[config.mk]
export PLATFORM = sky130hd
export DESIGN_NAME = song_sram_loader
export DESIGN_NICKNAME = d
export VERILOG_FILES = /design/src/rtl/song_sram_loader_pkg.sv /design/src/rtl/sram_write_strobe.sv /design/src/rtl/song_sram_loader.sv
export SDC_FILE = /design/constraint.sdc
export NUM_CORES = 1
export LEC_CHECK = 0
export ABC_AREA = 0
export BUFFER_PORTS_ARGS = -buffer_cell sky130_fd_sc_hd__buf_2
export CAP_MARGIN = 5
export CORE_MARGIN = 4
export CORE_UTILIZATION = 39
export CTS_CLUSTER_DIAMETER = 30
export DETAILED_ROUTE_END_ITERATION = 7
export GPL_ROUTABILITY_DRIVEN = 0
export HOLD_SLACK_MARGIN = 0.02
export PLACE_DENSITY = 0.61
export SLEW_MARGIN = 10
export SYNTH_ARGS = -nofsm -noshare
export SYNTH_HDL_FRONTEND = slang
export SYNTH_SLANG_ARGS = --single-unit
[constraint.sdc]
create_clock -name CLK -period 2.8 [get_ports CLK]
set_clock_uncertainty 0.2 [all_clocks]
set_input_delay 0.42 -clock CLK [delete_from_list [all_inputs] [get_ports CLK]]
set_output_delay 0.42 -clock CLK [all_outputs]
set_load 0.005 [all_outputs]
[src/rtl/song_sram_loader_pkg.sv]
// Shared definitions for the song-program SRAM: opcode nibbles, program base
// address and the loader state encoding. The player imports the opcodes too.
package song_sram_loader_pkg;

    localparam logic [3:0]  OP_END   = 4'h0;
    localparam logic [3:0]  OP_BPM   = 4'h1;
    localparam logic [3:0]  OP_REP1  = 4'h2;
    localparam logic [3:0]  OP_REP2  = 4'h3;
    localparam int          NOTE_BIT = 15;

    localparam logic [17:0] PROG_BASE_ADDR = 18'h0FF00;

    typedef enum logic [3:0] {
        IDLE,
        RECV_HI,
        RECV_LO,
        CHECK,
        SETUP,
        WRITE,
        HOLD,
        FIN,
        ERR
    } loaderState_e;

    function automatic logic opcodeValid(input logic [15:0] word);
        return word[NOTE_BIT] ||
               (word[15:12] inside {OP_END, OP_BPM, OP_REP1, OP_REP2});
    endfunction

    function automatic logic isEndWord(input logic [15:0] word);
        return word[15:12] == OP_END;
    endfunction

endpackage

[src/rtl/sram_write_strobe.sv]
// Generic SRAM write-enable strober: GO held for one setup cycle launches a
// WE_CYCLES-long active-low pulse; DONE marks the last low cycle.
module sram_write_strobe #(
    parameter int WE_CYCLES = 2
) (
    input  logic CLK,
    input  logic RST_N,
    input  logic GO,
    output logic SRAM_WE,
    output logic DONE
);

    localparam int CW = (WE_CYCLES > 1) ? $clog2(WE_CYCLES) : 1;

    logic [CW-1:0] remain;

    // WE is a flop so it comes straight out of async reset high.
    always_ff @(posedge CLK or negedge RST_N) begin
        if (!RST_N) begin
            SRAM_WE <= 1'b1;
            remain  <= '0;
        end else if (SRAM_WE) begin
            if (GO) begin
                SRAM_WE <= 1'b0;
                remain  <= CW'(WE_CYCLES - 1);
            end
        end else if (remain == '0) begin
            SRAM_WE <= 1'b1;
        end else begin
            remain <= remain - CW'(1);
        end
    end

    assign DONE = !SRAM_WE && (remain == '0);

endmodule

[src/rtl/song_sram_loader.sv]
// Host byte stream to SRAM program loader: packs big-endian byte pairs into
// instruction words, validates opcodes and writes them from BASE_ADDR up.
module song_sram_loader
    import song_sram_loader_pkg::*;
#(
    parameter logic [17:0] BASE_ADDR = PROG_BASE_ADDR,
    parameter int          WE_CYCLES = 2,
    parameter int          MAX_WORDS = 256
) (
    input  logic        CLK,
    input  logic        RST_N,
    input  logic        START,
    input  logic        IN_VALID,
    input  logic [7:0]  IN_DATA,
    output logic        IN_READY,
    output logic        SRAM_WE,
    output logic        SRAM_CE,
    output logic        SRAM_OE,
    output logic        SRAM_LB,
    output logic        SRAM_UB,
    output logic [17:0] SRAM_A,
    output logic [15:0] SRAM_DQ_OUT,
    output logic        SRAM_DQ_OE,
    output logic        BUSY,
    output logic        DONE,
    output logic        ERROR,
    output logic [15:0] WORD_COUNT
);

    localparam logic [15:0] MAX_COUNT = 16'(MAX_WORDS);

    loaderState_e state, nextState;
    logic         startLoad;
    logic         strobeGo;
    logic         strobeDone;

    sram_write_strobe #(
        .WE_CYCLES(WE_CYCLES)
    ) u_strobe (
        .CLK    (CLK),
        .RST_N  (RST_N),
        .GO     (strobeGo),
        .SRAM_WE(SRAM_WE),
        .DONE   (strobeDone)
    );

    always_ff @(posedge CLK or negedge RST_N) begin
        if (!RST_N) state <= IDLE;
        else        state <= nextState;
    end

    always_comb begin
        nextState  = state;
        IN_READY   = 1'b0;
        BUSY       = 1'b0;
        SRAM_DQ_OE = 1'b0;
        strobeGo   = 1'b0;
        startLoad  = 1'b0;
        unique case (state)
            IDLE, FIN, ERR: begin
                startLoad = START;
                if (START) nextState = RECV_HI;
            end
            RECV_HI: begin
                IN_READY = 1'b1;
                BUSY     = 1'b1;
                if (IN_VALID) nextState = RECV_LO;
            end
            RECV_LO: begin
                IN_READY = 1'b1;
                BUSY     = 1'b1;
                if (IN_VALID) nextState = CHECK;
            end
            CHECK: begin
                BUSY = 1'b1;
                if (!opcodeValid(SRAM_DQ_OUT) || WORD_COUNT == MAX_COUNT)
                    nextState = ERR;
                else
                    nextState = SETUP;
            end
            SETUP: begin
                BUSY       = 1'b1;
                SRAM_DQ_OE = 1'b1;
                strobeGo   = 1'b1;
                nextState  = WRITE;
            end
            WRITE: begin
                BUSY       = 1'b1;
                SRAM_DQ_OE = 1'b1;
                if (strobeDone) nextState = HOLD;
            end
            HOLD: begin
                BUSY       = 1'b1;
                SRAM_DQ_OE = 1'b1;
                nextState  = isEndWord(SRAM_DQ_OUT) ? FIN : RECV_HI;
            end
            default: nextState = IDLE;
        endcase
    end

    assign SRAM_CE = !BUSY;
    assign SRAM_OE = 1'b1;
    assign SRAM_LB = 1'b0;
    assign SRAM_UB = 1'b0;

    // The word register doubles as the DQ driver; it is only overwritten
    // while receiving, when the bus is not driven.
    always_ff @(posedge CLK or negedge RST_N) begin
        if (!RST_N) begin
            SRAM_A      <= BASE_ADDR;
            SRAM_DQ_OUT <= '0;
            WORD_COUNT  <= '0;
            DONE        <= 1'b0;
            ERROR       <= 1'b0;
        end else begin
            if (startLoad) begin
                SRAM_A     <= BASE_ADDR;
                WORD_COUNT <= '0;
                DONE       <= 1'b0;
                ERROR      <= 1'b0;
            end
            if (state == RECV_HI && IN_VALID) SRAM_DQ_OUT[15:8] <= IN_DATA;
            if (state == RECV_LO && IN_VALID) SRAM_DQ_OUT[7:0]  <= IN_DATA;
            if (state == CHECK && nextState == ERR) ERROR <= 1'b1;
            if (state == HOLD) begin
                WORD_COUNT <= WORD_COUNT + 16'd1;
                SRAM_A     <= SRAM_A + 18'd1;
                if (nextState == FIN) DONE <= 1'b1;
            end
        end
    end

endmodule

# After elaboration in Yosys (flattened, before gate mapping)
# Cells that the tools add are included.
[classes]
add_sub_neg = 3
eq_ne = 15
n_mux = 27
bitwise = 1
reduce_logical = 18
[op_table]
columns = ["cell", "count"]
rows = [
  ["two-way mux 18 bit", 2],
  ["two-way mux 16 bit", 2],
  ["one-hot mux 4 bit (7 select lines)", 1],
  ["== test 4 x 3 -> 1 bit (second input constant)", 5],
  ["two-way mux 4 bit", 5],
  ["adder 18 x 1 -> 18 bit (second input constant)", 1],
  ["adder 16 x 1 -> 16 bit (second input constant)", 1],
  ["== test 16 x 9 -> 1 bit (second input constant)", 1],
  ["== test 4 x 2 -> 1 bit (second input constant)", 4],
  ["two-way mux 1 bit", 16],
  ["== test 4 x 1 -> 1 bit (second input constant)", 2],
  ["== test 4 bit (second input constant)", 2],
  ["zero test 4 bit", 2],
  ["OR reduction 3 bit", 2],
  ["OR reduction 6 bit", 1],
  ["logical AND 1 bit", 4],
  ["nonzero test 2 bit", 2],
  ["nonzero test 4 bit", 1],
  ["zero test 1 bit", 3],
  ["two-way mux 3 bit", 1],
  ["logical OR 1 bit", 2],
  ["!= test 2 bit (second input constant)", 1],
  ["OR reduction 2 bit", 1],
  ["inverter 1 bit", 1],
  ["subtractor 1 bit (second input constant)", 1],
]
[word_totals]
reg_bits = 58
in_bits = 12
out_inout_bits = 60
word_cells = 73

# Longest topological paths before layout
[logic_depth]
ltp_word = 10
depth_mapped = 6
ltp_nobuf = 6

# By module
# From an unflattened synthesis, not the netlist that was laid out.
[unflattened]
cells_unflattened = 294
area_unflattened_um2 = 2970.3
[by_module_without_submodules]
columns = ["mod", "n_inst", "cells_each", "area_per_inst_um2", "seq_area_each_um2"]
rows = [
  ["song_sram_loader", 1, 289, 2897.8, 1411.4],
  ["sram_write_strobe", 1, 5, 72.6, 51.3],
]

# Worst setup path before layout
# Ideal clock, no wire load.
[synth_path]
path_type = "reg2reg"
from = "register state[1]"
to = "register WORD_COUNT[8]"
setup_time_ps = 133
t_arrival_ps = 1492
required_ps = 2467
path_slack_ps = 976
path_stages_with_launch = 6
path_buffers = 1
synth_period_minus_slack_ps = 1824
cell_sequence = "dfrtp_1 > or4b_1 > o31a_1 > clkbuf_1 > o21ai_0 > o41ai_1"
[synth_via]
elab_chain_cells = 4
word_cells_on_any_way = 8
cone_classes = "eq/ne (3); mux (2); reduce/logical (3)"
[synth_lines]
columns = ["element", "line", "text"]
rows = [
  ["start: declaration", "song_sram_loader.sv:32", "loaderState_e state, nextState;"],
  ["start signal: assignment", "song_sram_loader.sv:49", "else state <= nextState;"],
  ["== test 4 x 3 -> 1 bit, or another cell as far along", "song_sram_loader.sv:59", "unique case (state)"],
  ["OR reduction 3 bit", "song_sram_loader.sv:59", ""],
  ["two-way mux 1 bit", "song_sram_loader.sv:59", ""],
  ["nonzero test 2 bit (no source line)", "-", ""],
  ["end signal: assignment", "song_sram_loader.sv:126", "WORD_COUNT <= WORD_COUNT + 16'd1;"],
  ["end: declaration", "song_sram_loader.sv:27", "output logic [15:0] WORD_COUNT"],
]
# Several ways; a longest one is shown, not always the timed one.
# A chain may end at the register's enable or synchronous reset.

# Final worst setup path
[layout_path]
from = "register state[1]"
to = "register SRAM_A[15]"
[layout_via]
elab_chain_cells = 4
word_cells_on_any_way = 8
cone_classes = "eq/ne (3); mux (2); reduce/logical (3)"
[layout_lines]
columns = ["element", "line", "text"]
rows = [
  ["== test 4 x 3 -> 1 bit, or another cell as far along", "song_sram_loader.sv:59", ""],
  ["OR reduction 3 bit", "song_sram_loader.sv:59", ""],
  ["two-way mux 1 bit", "song_sram_loader.sv:59", ""],
  ["nonzero test 2 bit (no source line)", "-", ""],
  ["end signal: assignment", "song_sram_loader.sv:127", "SRAM_A <= SRAM_A + 18'd1;"],
  ["end: declaration", "song_sram_loader.sv:21", "output logic [17:0] SRAM_A,"],
]
# Several ways; a longest one is shown, not always the timed one.

==> results.py <==
metrics = {
    "worst_setup_path": {
        "cp_slowest_cell": "or4b_1",
        "worst_ep_arrival_time_ps": 2270,
        "cp_data_required_time_ps": 2870,
        "crit_buf_inv": 0,
        "critPathLaunchType": "flop",
        "path_cells": "or4b_1 -> o31a_1 -> or4_1 -> nand3_1",
        "crit_family": "simple AND/OR/NAND/NOR gates",
        "crit_fanout": 15,
        "critPathKind": "flop to flop",
        "max_stage_delay_ps": 590,
        "endpoint_kind": "flop",
    },
    "timing": {
        "finalSetupTns_ps": 0,
        "tightest_slew_ps": 829,
        "clock.fmax_ghz": 0.454,
        "finalSetupViolCount": 0,
        "rsz0062_at_grt": "false",
        "fin_crit_ps": 2200,
        "hold_ws_ps": 20.3,
        "fin_crit_sh": 0.787,
        "slew_headroom": 0.443,
        "slew_viol_final": 0,
        "hold_viol_final": 0,
    },
    "synthesis": {
        "synthAdderAreaFrac": 0.0129,
        "synth-xor-area-share": 0.0120,
        "ys_ff_latch": 58,
        "netlist_instances": 290,
        "syn_area_um2": 2920,
        "syn_avg_cell_area_um2": 10.1,
        "yosys_most_used_dff": "dfrtp_1",
        "synth.area.mux_share": 0.0961,
        "synth-compound-area-share": 0.129,
        "synth_cell_type_count": 49,
        "synthArstFlopShare": 1.00,
        "synth-simple-area-share": 0.210,
        "synth_top_family_by_area": "simple AND/OR/NAND/NOR gates",
        "synth_edf_count": 0,
        "ys_warn_count": 0,
        "synth-seq-area-share": 0.502,
    },
    "place": {
        "hpwl_mm": 5.04,
        "dpl-instance-area_um2": 3330,
        "io_buffers": 68,
    },
    "final_layout": {
        "layout_commonest_cell": "buf_2",
        "diodes": 0,
        "layout_common_cells": "buf_2 (68), dfrtp_1 (49), nand2_1 (28)",
        "nets": 372,
        "multiInputGateArea_um2": 1350,
        "syn2layout_area_growth_pct": 22.2,
        "register_area_um2": 1460,
        "nFillCells": 703,
        "drive_gt1_frac": 0.309,
        "final_cell_area_um2": 3560,
    },
    "drt": {
        "drtIter0Drc": 138,
        "vias_per_cell": 5.42,
        "via_count": 2498,
        "routed_wl_mm": 7.23,
        "antenna_left": 0,
        "post_drt_wl_per_cell_um": 15.7,
        "drc_errors": 0,
        "drtPass1Iterations": 4,
    },
    "floorplanning": {
        "core.rowCount": 31,
        "die_h_um": 94.5,
        "die_w_um": 94.5,
        "dieArea_um2": 8920,
        "start_util": 0.402,
        "io_pins": 72,
        "coreArea_um2": 7250,
    },
    "global_route": {
        "overflow": 0,
        "grt_max_degree": 59,
        "grt_usage": 0.174,
        "first_global_vias": 2413,
        "grt_pass1_wl_mm": 12.1,
        "antenna_found_initial": 0,
    },
    "clock_network": {
        "cts_tree": "built",
        "clkTransAtPathRegs_ps": 70,
        "post_cts_resize_count": 0,
        "cts_buffers": 9,
        "postCtsSetupRepairBufs": 0,
        "cts.sinks": 58,
        "htree_levels": 3,
        "clock_latency_ps": 340,
        "cts_max_path_buffers": 2,
        "clock_tree.root_cell": "clkbuf_8",
        "cts_hold_buf": 0,
    },
    "power": {
        "internal_power_mw": 2.02,
        "finalPower_mw": 2.97,
        "leakagePower_nw": 1.69,
        "p_sw_frac": 0.320,
        "vdd_drop_max_v": 0.000469,
        "p_per_area_nw_per_um2": 834,
        "power_frac_comb": 0.279,
        "clock_power_share": 0.310,
        "p_sw_mw": 0.950,
        "p_seq_frac": 0.411,
    },
    "min_path": {
        "holdCritPathClass": "primary input to asynchronous set/reset pin",
    },
    "status": {
        "status": "finished clean",
    },
    "run": {
        "drv_cap": 0,
    },
}
through the flow:
stage                     worst slack [ps]  utilization  std cells
after global routing                   361        0.491        461
after floorplan                        976            -        291
after CTS                              591        0.491        461
after global placement                 666        0.459        445
after detailed placement               625        0.459        445
final                                  598        0.491        461
cell families after synthesis:
logic type	count (synthesis)
AND/OR/NAND/NOR	115
AO/OA/AOI/OAI	59
flip-flops	58
multiplexers	26
buffers and inverters	23
XOR/XNOR	4
adder cells (fa/ha/maj)	3
other	2
worst reg2reg max path: stages, from the launching register on:
cell,delay [ps]
dfrtp_1,510
or4b_1,600
o31a_1,280
or4_1,460
nand3_1,90
per-layer routing:
metal | wire length (um) | GRT usage | part of all wire
met4 | 34 | 0.0481 | 0.0047
met5 | 0 | 0 | 0
met3 | 617 | 0.0661 | 0.085
met1 | 3280 | 0.224 | 0.45
met2 | 3300 | 0.275 | 0.46
cells in the mapped netlist, types with 4 or more instances:
cell type	n	area, um2
a31oi_1	9	56.3
and2_1	4	25.0
and3_1	10	62.6
buf_2	4	20.0
clkbuf_1	9	33.8
dfrtp_1	49	1230
dfstp_2	9	236
inv_1	7	26.3
mux2_2	16	180
mux2i_1	10	100
nand2_1	28	105
nand3_1	9	45.0
nand4_1	13	81.3
nor2_1	21	78.8
nor3_1	6	30.0
nor4_1	4	25.0
o21ai_0	23	115
o31ai_1	7	52.6
or4_1	4	30.0
power groups by stage:
stage,Sequential [mW],Clock (mW),Combinational (mW)
finish,1.22,0.921,0.829
detailed placement,1.24,0,0.843
global placement,1.23,0,0.834
floorplan,1.18,0,0.522
CTS,1.22,0.948,0.849
global route,1.26,0.987,0.937
layout make-up:
cell class	instances	area share
sequential	58	0.411
multi-input combinational	210	0.380
timing repair buffer	71	0.102
clock buffer	10	0.0358
tap	99	0.0348
clock inverter	6	0.0295
inverter	7	0.00738
registers in the layout (all words and copies together), names as in the netlist:
register / cells
state: 4
SRAM_A: 18
WORD_COUNT: 16
SRAM_DQ_OUT: 16
u_strobe.SRAM_WE: 1
ERROR: 1
DONE: 1
u_strobe.remain: 1
worst paths after layout:
check	from	end	depth (start not counted)	slack (ps)
worst max-delay path	state[1]	SRAM_A[15]	4	600
worst min-delay path	RST_N	SRAM_A[1]	2	20
worst max register to register	state[1]	SRAM_A[15]	4	600
worst min register to register	u_strobe.remain	u_strobe.SRAM_WE	1	240
max in group asynchronous	RST_N	WORD_COUNT[12]	2	1880
min in group CLK	START	state[3]	2	120
Power figures use the tool's default switching activity.
